<file path="src/rtl/i2c_req_arbiter.sv">
// Round-robin arbiter that shares one i2c_master between N_REQ register-access clients.
// Sequences the master's en/busy handshake and returns read data / error to the granted client.
module i2c_req_arbiter #(
    parameter int N_REQ    = 4,
    parameter int START_TO = 16
) (
    input  logic               clk,
    input  logic               rst,
    input  logic [N_REQ-1:0]   req_valid,
    input  logic [N_REQ*7-1:0] req_addr,
    input  logic [N_REQ-1:0]   req_rw,
    input  logic [N_REQ*5-1:0] req_mem,
    input  logic [N_REQ*8-1:0] req_wdata,
    output logic [N_REQ-1:0]   req_ready,
    output logic [N_REQ-1:0]   rsp_valid,
    output logic [7:0]         rsp_rdata,
    output logic               rsp_err,
    output logic [2:0]         grant_id,
    output logic               ctl_busy,
    output logic               m_en,
    output logic [6:0]         m_addr,
    output logic               m_rw,
    output logic [4:0]         m_mem_addr,
    output logic [7:0]         m_data_wr,
    input  logic [7:0]         m_data_rd,
    input  logic               m_ack_err,
    input  logic               m_busy
);

    localparam int CNT_W = (START_TO < 1) ? 1 : $clog2(START_TO + 1);

    localparam logic [2:0] S_IDLE      = 3'd0;
    localparam logic [2:0] S_LAUNCH    = 3'd1;
    localparam logic [2:0] S_WAIT_BUSY = 3'd2;
    localparam logic [2:0] S_WAIT_DONE = 3'd3;
    localparam logic [2:0] S_RESP      = 3'd4;

    logic [2:0]       r_state;
    logic [2:0]       r_ptr;
    logic [CNT_W-1:0] r_cnt;

    logic [7:0]       w_valid_pad;
    logic [3:0]       w_idx;
    logic [2:0]       w_win;
    logic             w_found;
    logic [N_REQ-1:0] w_grant_oh;
    logic [N_REQ-1:0] w_rsp_oh;

    // Scan from the highest offset down so the requester closest to r_ptr wins last.
    // NOTE: every always_comb output gets a default first, so no path leaves a latch.
    always_comb begin
        w_valid_pad = 8'(req_valid);
        w_found     = 1'b0;
        w_win       = r_ptr;
        w_idx       = '0;
        for (int k = N_REQ - 1; k >= 0; k--) begin
            w_idx = {1'b0, r_ptr} + 4'(k);
            if (w_idx >= 4'(N_REQ)) begin
                w_idx = w_idx - 4'(N_REQ);
            end
            if (w_valid_pad[w_idx[2:0]]) begin
                w_found = 1'b1;
                w_win   = w_idx[2:0];
            end
        end
    end

    assign w_grant_oh = N_REQ'(1) << w_win;
    assign w_rsp_oh   = N_REQ'(1) << grant_id;

    // NOTE: sequential state uses non-blocking assignments so every register samples pre-edge values.
    always_ff @(posedge clk or posedge rst) begin
        if (rst) begin
            r_state    <= S_IDLE;
            r_ptr      <= '0;
            r_cnt      <= '0;
            req_ready  <= '0;
            rsp_valid  <= '0;
            rsp_rdata  <= '0;
            rsp_err    <= 1'b0;
            grant_id   <= '0;
            ctl_busy   <= 1'b0;
            m_en       <= 1'b0;
            m_addr     <= '0;
            m_rw       <= 1'b0;
            m_mem_addr <= '0;
            m_data_wr  <= '0;
        end else begin
            req_ready <= '0;
            rsp_valid <= '0;
            m_en      <= 1'b0;
            case (r_state)
                S_IDLE: begin
                    if (w_found && !m_busy) begin
                        m_addr     <= req_addr[7*int'(w_win) +: 7];
                        m_rw       <= req_rw[w_win];
                        m_mem_addr <= req_mem[5*int'(w_win) +: 5];
                        m_data_wr  <= req_wdata[8*int'(w_win) +: 8];
                        grant_id   <= w_win;
                        req_ready  <= w_grant_oh;
                        r_ptr      <= (w_win == 3'(N_REQ - 1)) ? 3'd0 : w_win + 3'd1;
                        ctl_busy   <= 1'b1;
                        r_state    <= S_LAUNCH;
                    end
                end
                S_LAUNCH: begin
                    m_en    <= 1'b1;
                    r_cnt   <= '0;
                    r_state <= S_WAIT_BUSY;
                end
                S_WAIT_BUSY: begin
                    r_cnt <= r_cnt + 1'b1;
                    if (m_busy) begin
                        r_state <= S_WAIT_DONE;
                    end else if (r_cnt == CNT_W'(START_TO)) begin
                        // Master never started: answer with an error instead of hanging.
                        rsp_valid <= w_rsp_oh;
                        rsp_rdata <= '0;
                        rsp_err   <= 1'b1;
                        r_state   <= S_RESP;
                    end
                end
                S_WAIT_DONE: begin
                    if (!m_busy) begin
                        rsp_valid <= w_rsp_oh;
                        rsp_rdata <= m_data_rd;
                        rsp_err   <= m_ack_err;
                        r_state   <= S_RESP;
                    end
                end
                S_RESP: begin
                    ctl_busy <= 1'b0;
                    r_state  <= S_IDLE;
                end
                default: begin
                    ctl_busy <= 1'b0;
                    r_state  <= S_IDLE;
                end
            endcase
        end
    end

endmodule

</file>
<file path="config.mk">
export PLATFORM = sky130hd
export DESIGN_NAME = i2c_req_arbiter
export DESIGN_NICKNAME = d
export VERILOG_FILES = /design/src/rtl/i2c_req_arbiter.sv
export SDC_FILE = /design/constraint.sdc
export NUM_CORES = 1
export LEC_CHECK = 0
export CORE_MARGIN = 4
export CORE_UTILIZATION = 41
export DETAILED_ROUTE_END_ITERATION = 16
export PLACE_DENSITY_LB_ADDON = 0.12
export RECOVER_POWER = 50
export SYNTH_ARGS = -nofsm -noshare
export SYNTH_HDL_FRONTEND = slang
export SYNTH_SLANG_ARGS = --single-unit
export TNS_END_PERCENT = 30
</file>
<file path="constraint.sdc">
create_clock -name clk -period 4 [get_ports clk]
set_clock_uncertainty 0.05 [all_clocks]
set_input_delay 0.4 -clock clk [delete_from_list [all_inputs] [get_ports clk]]
set_output_delay 0.4 -clock clk [all_outputs]
set_load 0.005 [all_outputs]
</file>
Word level (Yosys, flattened, before mapping)
Index checks and enable logic that the tools add are counted.
{"block": "word_totals", "output_inout_bits": 43, "word_cells": 106, "ff_bits": 54}
{"block": "classes", "eq_ne": 10, "bitwise_logic": 1, "muxes": 46, "multipliers": 2, "magnitude_cmp": 9, "reduce_logical": 10, "add_sub_neg": 9, "shift": 5}
{"op": "3-bit 2-to-1 mux", "count": 13}
{"op": "32-bit by 7-bit variable part select with 8-bit output", "count": 1}
{"op": "28-bit by 7-bit variable part select with 7-bit output", "count": 1}
{"op": "8-bit 2-to-1 mux", "count": 3}
{"op": "4-bit 2-to-1 mux", "count": 5}
{"op": "20-bit by 7-bit variable part select with 5-bit output", "count": 1}
{"op": "3-bit by 4-bit < comparator with 1-bit output, second input constant", "count": 4}
{"op": "8-bit one-hot mux with 2 select lines", "count": 1}
{"op": "1-bit 2-to-1 mux", "count": 14}
{"op": "1-bit binary-select mux with 3-bit select", "count": 4}
{"op": "4-bit by 3-bit >= comparator with 1-bit output, second input constant", "count": 3}
{"op": "3-bit by 3-bit multiplier with 6-bit output, first input constant", "count": 2}
{"op": "3-bit one-hot mux with 4 select lines", "count": 1}
{"op": "3-bit subtractor, second input constant", "count": 4}
{"op": "5-bit one-hot mux with 2 select lines", "count": 1}
{"op": "3-bit by 2-bit equality test with 1-bit output, second input constant", "count": 3}
{"op": "3-bit by 2-bit adder with 4-bit output, second input constant", "count": 2}
{"op": "2-bit != test, second input constant", "count": 4}
{"op": "4-bit one-hot mux with 2 select lines", "count": 1}
{"op": "1-bit by 3-bit left shift with 4-bit output, first input constant", "count": 2}
{"op": "5-bit by 1-bit adder with 5-bit output, second input constant", "count": 1}
{"op": "5-bit equality test, second input constant", "count": 1}
{"op": "3-bit by 1-bit adder with 4-bit output, second input constant", "count": 1}
{"op": "1-bit one-hot mux with 2 select lines", "count": 2}
{"op": "15 further kinds", "count": 17}

Depth between registers and ports, before layout
{"block": "logic_depth", "ltp_word": 12, "ltp_mapped": 11}

Least setup slack after synthesis
Ideal clock, no wire load.
{"block": "synth_path", "path_type": "reg-to-reg", "startpoint": "register r_ptr[0]", "endpoint": "register r_ptr[1]", "period_less_slack_ns": 2.863, "slack_ns": 1.137, "path_buffers": 2, "arrival_time_ns": 2.680, "stages_incl_launch_ff": 12, "setup_time_ns": 0.133, "path_cell_list": "dfrtp_1 -> buf_4 -> inv_1 -> ha_1 -> mux4_2 -> o21a_1 -> a32o_1 -> xnor2_4 -> buf_4 -> ha_1 -> nand2_1 -> o21ai_0"}
{"block": "synth_via", "elab_chain_cells": 11, "elab_cells_between_ends": 36}
{"item": "start: declaration", "line_no": "39", "source": "logic [2:0] r_ptr;"}
{"item": "start signal: assignment", "line_no": "101", "source": "r_ptr <= (w_win == 3'(N_REQ - 1)) ? 3'd0 : w_win + 3'd1;"}
{"item": "3-bit by 2-bit adder with 4-bit output", "line_no": "57", "source": "w_idx = {1'b0, r_ptr} + 4'(k);"}
{"item": "4-bit by 3-bit >= comparator with 1-bit output or 3-bit subtractor (tied branches)", "line_no": "58, 59"}
{"item": "3-bit 2-to-1 mux", "line_no": "58", "source": "if (w_idx >= 4'(N_REQ)) begin"}
{"item": "1-bit binary-select mux with 3-bit select", "line_no": "61", "source": "if (w_valid_pad[w_idx[2:0]]) begin"}
{"item": "1-bit 2-to-1 mux (implied by the code)", "line_no": "61"}
{"item": "3-bit 2-to-1 mux or 1-bit 2-to-1 mux (tied branches) (4 in series)", "line_no": "61"}
{"item": "3-bit by 1-bit adder with 3-bit output, or another cell as far along", "line_no": "101"}
{"item": "3-bit 2-to-1 mux or 2-bit AND reduction (tied branches)"}
Several ways; a longest one is shown, not always the timed one. The select of a mux whose other input is x is not followed.
A chain may end at the register's enable or synchronous reset.

Worst setup path in the final report
Same ends and word-level chain as after synthesis.

==> out/qor.txt <==
Status -> finished clean
Post-synthesis register bit count -> 54
WP buf/inv -> 2
H-tree depth -> 2
Ranking of synthesized cells by area -> dfrtp_1, mux2i_1, a221oi_2
Setup_tns -> 0 ps
First-pass GRT wire length -> 12.8 mm
Dominant cell type by area after synthesis -> dfrtp_1
Share of post-route cells with drive strength above 1 -> 9.70%
Post-synth net total -> 368
Finish-stage setup viols -> 0
Final net count -> 506
CP required -> 4140 ps
CORE AREA -> 0.00694 sq mm
CP max FO -> 46
Slew HR -> 7.63%
CTS Buf Count -> 5
Post-synth top flop -> dfrtp_1
Clock network latency to the later pin of the worst-skew pair -> 310 ps
Final number of hold-violating endpoints -> 0
Post-synthesis sequential area ratio -> 45.1%
Post-synth cell types -> 40
Pleak -> 2.03 nW
N_diodes -> 0
Post-DP HPWL -> 6.30 mm
Synth Cell Area -> 0.00300 sq mm
Initial antenna violation count -> 0
Hold Path Class -> flop to flop
CTS resizes -> 0
IO buf count -> 142
Clock Tree Buf Depth -> 2
GRT Resource Usage Total -> 18.4%
GPL Wtd Cong -> 0.894
Area grow syn2layout -> 53.9%
WL per Instance -> 16.6 um
Clk pin slew, worst setup/hold paths -> 100 ps
RSZ-0062 raised after global routing -> false
PD cells -> 789 mW/mm^2
Drt total wl -> 8.27 mm
Post-route minimum period -> 3130 ps
Core Util, Final -> 66.5%
Worst path max stage delay -> 630 ps
Synthesized area per cell -> 11.4 sq um
Clk sinks -> 54
Worst-Margin Slew -> 1390 ps
Cells after Synth -> 263
DR iter-0 viols -> 132
Post-CTS setup buffers -> 0
Crit path cell chain -> inv_1 -> ha_1 -> mux4_2 -> o21a_1 -> a32o_1 -> xnor2_4 -> buf_12 -> ha_1 -> nand2_1 -> o21ai_0
Die Wd -> 93.5 um
I/O pin count -> 143
Worst Path Class, Setup -> flop to flop
Worst Setup End Kind -> flop
DR DRC count -> 0
Peak supply drop -> 0.000431 V
Number of synthesized flops with an enable pin -> 0
Die area -> 0.00875 sq mm
GR Overflow Total -> 0
Starting Density -> 43.2%
CP delay by family, top -> adder cells
Drt first pass iters -> 4
Die span in y -> 93.5 um
Yosys top cell area share -> 45.1%
Final Cycle Share -> 78.2%
Vias post-DR -> 2596
Most common cell on crit path -> ha_1
Via density per instance -> 5.21
Async S/R FF share, synth -> 100%
Synthesis Warnings -> 0
Root buf cell -> clkbuf_8
Maximum operating frequency -> 320 MHz
TritonCTS clock tree -> done
Crit start category -> flop
WP data arrival -> 3260 ps
Hold Buf Count CTS -> 0
Crit-path slowest cell -> dfrtp_1
Final Max Slew Viols -> 0
Largest net degree at the start of global routing -> 47
Max-Cap Viols -> 0
Row count -> 30
Post-DRT Antenna Nets -> 0
Vias in the first global route -> 2550
## worst paths after layout
path                                from      endpoint  slack (ps)  cells past startpoint
worst max-delay path            r_ptr[0]      r_ptr[1]         870                     10
worst min-delay path            ctl_busy      ctl_busy         430                      1
worst max register to register  r_ptr[0]      r_ptr[1]         870                     10
worst min register to register  ctl_busy      ctl_busy         430                      1
max in group asynchronous            rst  m_data_wr[5]        1300                      3
min in group asynchronous            rst     m_addr[3]         770                      2
## layout make-up
type | instances | area [sq um]
clock buffer | 5 | 68.8
clock inverter | 3 | 43.8
fill | 554 | 2330
inverter | 12 | 45.0
multi-input combinational | 181 | 1520
sequential | 54 | 1350
tap | 96 | 120
timing repair buffer | 147 | 1470
## worst register-to-register path: cells and delay by family (launching register included)
kind,cells,cell delay [ps]
buf+inv,2,530
compound gates,3,460
mux,1,340
flops,1,630
fa+ha+maj,2,770
xor+xnor,1,170
simple gates,1,50
## registers in the layout (all words and copies together) (netlist names)
register	cells
r_cnt	5
m_addr	7
grant_id	3
m_rw	1
m_en	1
m_mem_addr	5
rsp_rdata	8
ctl_busy	1
m_data_wr	8
r_state	3
rsp_valid	4
rsp_err	1
r_ptr	3
req_ready	4
## synthesized netlist by cell type (2+ instances only)
cell and count:
nor4_1 4, a31oi_1 2, mux4_2 2, a221oi_2 20
nand3_1 3, nor2b_1 8, nand4_1 3, ha_1 5
nand2_1 13, o21a_1 2, a32o_1 2, nor2_1 28
clkbuf_1 5, buf_2 4, a21o_1 2, buf_4 4
mux2i_1 43, mux2_1 2, nand2b_1 3, and2_1 3
o21ai_0 12, buf_6 3, dfrtp_1 54, a221oi_1 2
inv_1 12, a22o_1 8
## per-layer routing
metal	GRT usage (%)	vias to the layer above	wire, um
li1	-	1252	-
met1	24.1	1231	3450
met2	30.2	106	4050
met3	4.83	7	656
met4	5.01	0	107
met5	0	-	0
## stage by stage
stage / instance area [sq um] / hold slack, ps / setup WS, ps / cells / power [mW]
floorplan: 3000 / 398 / 1140 / 263 / 2.59
global placement: 4510 / 420 / 904 / 490 / 3.28
CTS: 4620 / 436 / 881 / 498 / 3.70
finish: 4620 / 433 / 872 / 498 / 3.64
global route: 4620 / 459 / 644 / 498 / 3.90
detailed placement: 4510 / 420 / 880 / 490 / 3.32
## power by group
part	internal (mW)	switching [mW]	leakage (nW)	total, mW
combinational	1.22	1.11	1.31	2.33
sequential	0.770	0.168	0.658	0.938
clock	0.188	0.184	0.0585	0.372
total	2.17	1.47	2.03	3.64
## cell families (layout without fill, tap and decap cells)
| group | count (synthesis) | after routing | synth area share, % |
|---|---|---|---|
| AOI/OAI and AO/OA | 58 | 58 | 19.1 |
| xor gates and xnor gates | 1 | 1 | 0.918 |
| adders and majority gates | 5 | 5 | 2.09 |
| DFF | 54 | 54 | 45.1 |
| and+or+nand+nor | 69 | 69 | 10.9 |
| muxes | 48 | 48 | 17.0 |
| buffers and inverters | 28 | 167 | 4.92 |
## cell usage in the layout (no fill, tap or decap), types with 5 or more instances in the layout
cell	netlist	routed
dlygate4sd3_1	0	14
dfrtp_1	54	54
nand2_1	13	13
nor2b_1	8	8
nor2_1	28	28
mux2i_1	43	43
clkbuf_8	0	5
a22o_1	8	8
inv_1	12	12
clkdlybuf4s50_1	0	128
a221oi_2	20	20
o21ai_0	12	12
ha_1	5	5
(Power assumes the default switching activity.)
